--- src/rtl/serial_word_tx.sv ---
// Parallel-to-serial frame transmitter: start bit (0), DATA_W payload bits LSB first,
// stop bit (1), each bit held CLKS_PER_BIT clocks by an internal divider.
module serial_word_tx #(
    parameter int DATA_W       = 8,
    parameter int CLKS_PER_BIT = 4
) (
    input  logic              Clk,
    input  logic              Reset,
    input  logic              Load,
    input  logic [DATA_W-1:0] Data_in,
    output logic              Tx,
    output logic              Busy,
    output logic              Done
);

    localparam int DIV_W = (CLKS_PER_BIT > 1) ? $clog2(CLKS_PER_BIT) : 1;
    localparam int BIT_W = (DATA_W > 1) ? $clog2(DATA_W) : 1;
    localparam logic [DIV_W-1:0] DIV_LAST = DIV_W'(CLKS_PER_BIT - 1);
    localparam logic [BIT_W-1:0] BIT_LAST = BIT_W'(DATA_W - 1);

    localparam logic [1:0] S_IDLE  = 2'd0;
    localparam logic [1:0] S_START = 2'd1;
    localparam logic [1:0] S_DATA  = 2'd2;
    localparam logic [1:0] S_STOP  = 2'd3;

    logic [1:0]        r_state;
    logic [DATA_W-1:0] r_shift;
    logic [BIT_W-1:0]  r_bit_cnt;
    logic [DIV_W-1:0]  r_div;
    logic              r_tx;
    logic              r_busy;
    logic              r_done;

    logic              w_bit_end;
    logic [DATA_W-1:0] w_shift_next;

    assign w_bit_end    = (r_div == DIV_LAST);
    assign w_shift_next = r_shift >> 1;

    assign Tx   = r_tx;
    assign Busy = r_busy;
    assign Done = r_done;

    // Frame sequencer: the shift register's LSB is always the next payload bit to drive.
    always_ff @(posedge Clk or posedge Reset) begin
        if (Reset) begin
            r_state   <= S_IDLE;
            r_shift   <= {DATA_W{1'b0}};
            r_bit_cnt <= {BIT_W{1'b0}};
            r_div     <= {DIV_W{1'b0}};
            r_tx      <= 1'b1;
            r_busy    <= 1'b0;
            r_done    <= 1'b0;
        end else begin
            r_done <= 1'b0;
            case (r_state)
                S_IDLE: begin
                    r_div     <= {DIV_W{1'b0}};
                    r_bit_cnt <= {BIT_W{1'b0}};
                    if (Load) begin
                        r_shift <= Data_in;
                        r_state <= S_START;
                        r_tx    <= 1'b0;
                        r_busy  <= 1'b1;
                    end else begin
                        r_tx   <= 1'b1;
                        r_busy <= 1'b0;
                    end
                end
                S_START: begin
                    if (w_bit_end) begin
                        r_div     <= {DIV_W{1'b0}};
                        r_bit_cnt <= {BIT_W{1'b0}};
                        r_state   <= S_DATA;
                        r_tx      <= r_shift[0];
                    end else begin
                        r_div <= r_div + DIV_W'(1'b1);
                    end
                end
                S_DATA: begin
                    if (w_bit_end) begin
                        r_div <= {DIV_W{1'b0}};
                        if (r_bit_cnt == BIT_LAST) begin
                            r_state <= S_STOP;
                            r_tx    <= 1'b1;
                        end else begin
                            r_bit_cnt <= r_bit_cnt + BIT_W'(1'b1);
                            r_shift   <= w_shift_next;
                            r_tx      <= w_shift_next[0];
                        end
                    end else begin
                        r_div <= r_div + DIV_W'(1'b1);
                    end
                end
                S_STOP: begin
                    if (w_bit_end) begin
                        r_div   <= {DIV_W{1'b0}};
                        r_state <= S_IDLE;
                        r_busy  <= 1'b0;
                        r_done  <= 1'b1;
                    end else begin
                        r_div <= r_div + DIV_W'(1'b1);
                    end
                end
                default: begin
                    r_state   <= S_IDLE;
                    r_div     <= {DIV_W{1'b0}};
                    r_bit_cnt <= {BIT_W{1'b0}};
                    r_tx      <= 1'b1;
                    r_busy    <= 1'b0;
                end
            endcase
        end
    end

endmodule

--- config.mk ---
export PLATFORM = sky130hd
export DESIGN_NAME = serial_word_tx
export DESIGN_NICKNAME = d
export VERILOG_FILES = /design/src/rtl/serial_word_tx.sv
export SDC_FILE = /design/constraint.sdc
export NUM_CORES = 1
export LEC_CHECK = 0
export CAP_MARGIN = 20
export CORE_MARGIN = 2
export CORE_UTILIZATION = 40
export DETAILED_ROUTE_END_ITERATION = 8
export PLACE_DENSITY = 0.65
export SLEW_MARGIN = 25
export SYNTH_ARGS = -nofsm -noshare
export SYNTH_HDL_FRONTEND = slang
export SYNTH_SLANG_ARGS = --single-unit
--- constraint.sdc ---
create_clock -name Clk -period 2.57 [get_ports Clk]
set_clock_uncertainty 0.15 [all_clocks]
set_input_delay 0.257 -clock Clk [delete_from_list [all_inputs] [get_ports Clk]]
set_output_delay 0.257 -clock Clk [all_outputs]
set_load 0.005 [all_outputs]
==> flow_summary.toml <==
[sta]
max_slew_margin = 0.5348
rsz0062_at_grt = "no"
whs_ns = 0.2107
setup_tns_ns = 0
setup_viol = 0
timing.final.crit_period_ns = 1.990
final-max-slew-violation-count = 0
hold_violations = 0
worst_pin_slew_ns = 0.6970
final.setup.worst_slack_ns = 0.5799
max_freq_mhz = 502.5
period_share = 0.7744

[floorplanning]
dieWidth_um = 55.26
chipHeight_um = 55.26
coreArea_um2 = 2477
num_io_pins = 14
initial_utilization = 0.4242
rows = 18
dieArea_um2 = 3054

[critical_path]
reg2reg_depth = 6
r2r-start = "r_state[0]"
r2r_end = "r_shift[3]"
crit_required_ns = 2.61
worstPathMaxFanout = 17
crit_path_start = "r_state[0]"
crit_type = "register to register"
endpoint = "r_shift[3]"
crit_path_start_kind = "register"
rrSetupSlack_ns = 0.58
critical_path_arrival_ns = 2.03
cp-end-kind = "register"

[routing]
drt_wl_total_um = 1796
drtIter0Drc = 3
drc = 0
drt-vias-per-instance = 5.149
first_pass_iters = 4
wl_per_cell_um = 13.40
antenna_left = 0
via_count = 690

[min_path]
hold_path_class = "input pin to async pin"

[global_route]
grt_pass1_wl_um = 3146
top_usage_layer = "met2"
grtUsageMet1 = 0.1687
use_met2 = 0.2058
grt_use_total = 0.1287
gr-usage-met3 = 0.02810
grt_max_degree = 19
grt_pass1_vias = 702
grt_overflow = 0
antenna_found_initial = 0

[synth]
ys_ff_latch = 18
synth-compound-area-share = 0.1143
ys_top_cells_by_count = "17 x dfrtp_1, 10 x mux2_2, 8 x ha_1, 6 x inv_1, 5 x nand2_1"
netlist_instances = 90
yosys_warnings = 0
ys_types = 31
synth.most_common_cell = "dfrtp_1"
syn_nets = 109
synth_edf_count = 0
synth.area.mux_share = 0.1940
synth_area_leaders = "dfrtp_1 40%, mux2_2 11%, ha_1 9.5%, mux2_4 5.7%, dfstp_2 2.5%"
synth_top_family_by_area = "multiplexers"
yosys.area.top_type = "dfrtp_1"
synth_top_area_frac = 0.4048
avgSynthCellArea_um2 = 11.68
synthAdderAreaFrac = 0.09524
synthSimpleGateAreaFrac = 0.1155
netlist_area_um2 = 1051
async_flop_share = 1.000
synth_xor_area_frac = 0
ys.flop_type = "dfrtp_1"
synth-seq-area-share = 0.4298

[cells_and_area]
drive_above_1_share = 0.2212
fillCellCount = 226
area_delta_synth_final_pct = 17.14
postLayoutCellArea_um2 = 1231
multiInputGateArea_um2 = 545.5
regArea_um2 = 451.7
antenna_cells = 0
finalNonFillerCells = 134
final_net_count = 124

[clocking]
holdBufCountCts = 0
cts_num_sinks = 18
cts_buffers = 3
clock_latency_ns = 0.29
root_buffer = "clkbuf_4"
cts.path.max_buffers = 2
cts_max_level = 1
ctsResizeCount = 0
tritoncts = "yes"
clk_pin_slew_ns = 0.10
cts_setup_buffers = 0

[power_and_ir_drop]
powerDensity_nw_per_um2 = 1152
p_leak_nw = 0.5578
clkPwrFrac = 0.123
ir_drop_mv = 0.6805
internal_power_mw = 0.9082
seqPwrFrac = 0.338
swShare = 0.3596
power.switching_mw = 0.5101
combPwrFrac = 0.539

[placement]
dp_hpwl_um = 1350
gp_congestion = 0.7767
place_inst = 130
postPlaceCellArea_um2 = 1195
portBuffers = 13
dp_slack_ns = 0.5854

[job]
cap_viol_max_count = 0

[run_status]
status = "finished, final reports clean"
## per-stage QoR
| step | util | total power, mW |
|---|---|---|
| 3_5_place_dp | 0.4823 | 1.258 |
| 6_report | 0.4970 | 1.418 |
| 3_3_place_gp | 0.4823 | 1.224 |
| 5_1_grt | 0.4970 | 1.545 |
| 2_1_floorplan | - | 1.109 |
| 4_1_cts | 0.4970 | 1.440 |
## area by class of cell
class / instances / area share
Multi-Input combinational cell: 62 / 0.4431
Sequential cell: 18 / 0.3669
Timing Repair Buffer: 14 / 0.1118
Tap cell: 30 / 0.03049
Clock buffer: 4 / 0.02947
Inverter: 6 / 0.01829
## logic make-up after synthesis
logic type,after synthesis
compound gates,14
simple gates,23
mux,17
flops,18
buf+inv,10
fa+ha+maj,8
## worst min-delay path by stage
stage                     startpoint    endpoint  slack (ns)  cells after the start
after detailed placement    r_div[0]    r_div[0]        0.29                      1
after floorplan                Reset        Busy        0.04                      1
after CTS                      Reset  r_shift[2]        0.22                      2
after global routing           Reset  r_shift[2]        0.25                      2
after global placement      r_div[0]    r_div[0]        0.28                      1
final                          Reset  r_shift[2]        0.21                      2
## power groups by stage
stage	Sequential, mW	Combinational (mW)	Clock (mW)
finish	0.479	0.764	0.175
global route	0.497	0.849	0.199
CTS	0.481	0.774	0.185
detailed placement	0.488	0.770	0
global placement	0.479	0.745	0
floorplan	0.470	0.638	0
## flip-flops by register name, indices dropped and copies added (netlist names)
register	count
Tx	1
Done	1
r_state	2
Busy	1
r_shift	8
r_bit_cnt	3
r_div	2
## critical path, cell delays in order (launching register included)
cell and delay (ns):
dfrtp_1 0.41, inv_1 0.12, ha_1 0.17, buf_4 0.24, mux2i_1 0.15, a21oi_4 0.26
mux2_2 0.37
## layout by cell type, fill, tap and decap left out, types with 2 or more instances in the layout
master	n
and2_1	2
clkbuf_4	3
clkdlybuf4s50_1	13
dfrtp_1	17
ha_1	8
inv_1	6
mux2_2	10
mux2_4	4
mux2i_1	2
nand2_1	5
nand2b_1	4
nor2_1	4
nor2b_1	2
o2111ai_1	2
o21ai_0	4
o31ai_1	2
## routing by layer
layer  vias up  routed length [um]
li1        342                   -
met2         5                 896
met5         -                   0
met3         2                  31
met4         0                  15
met1       341                 852
Note: power is estimated with default switching activity, not from simulation.
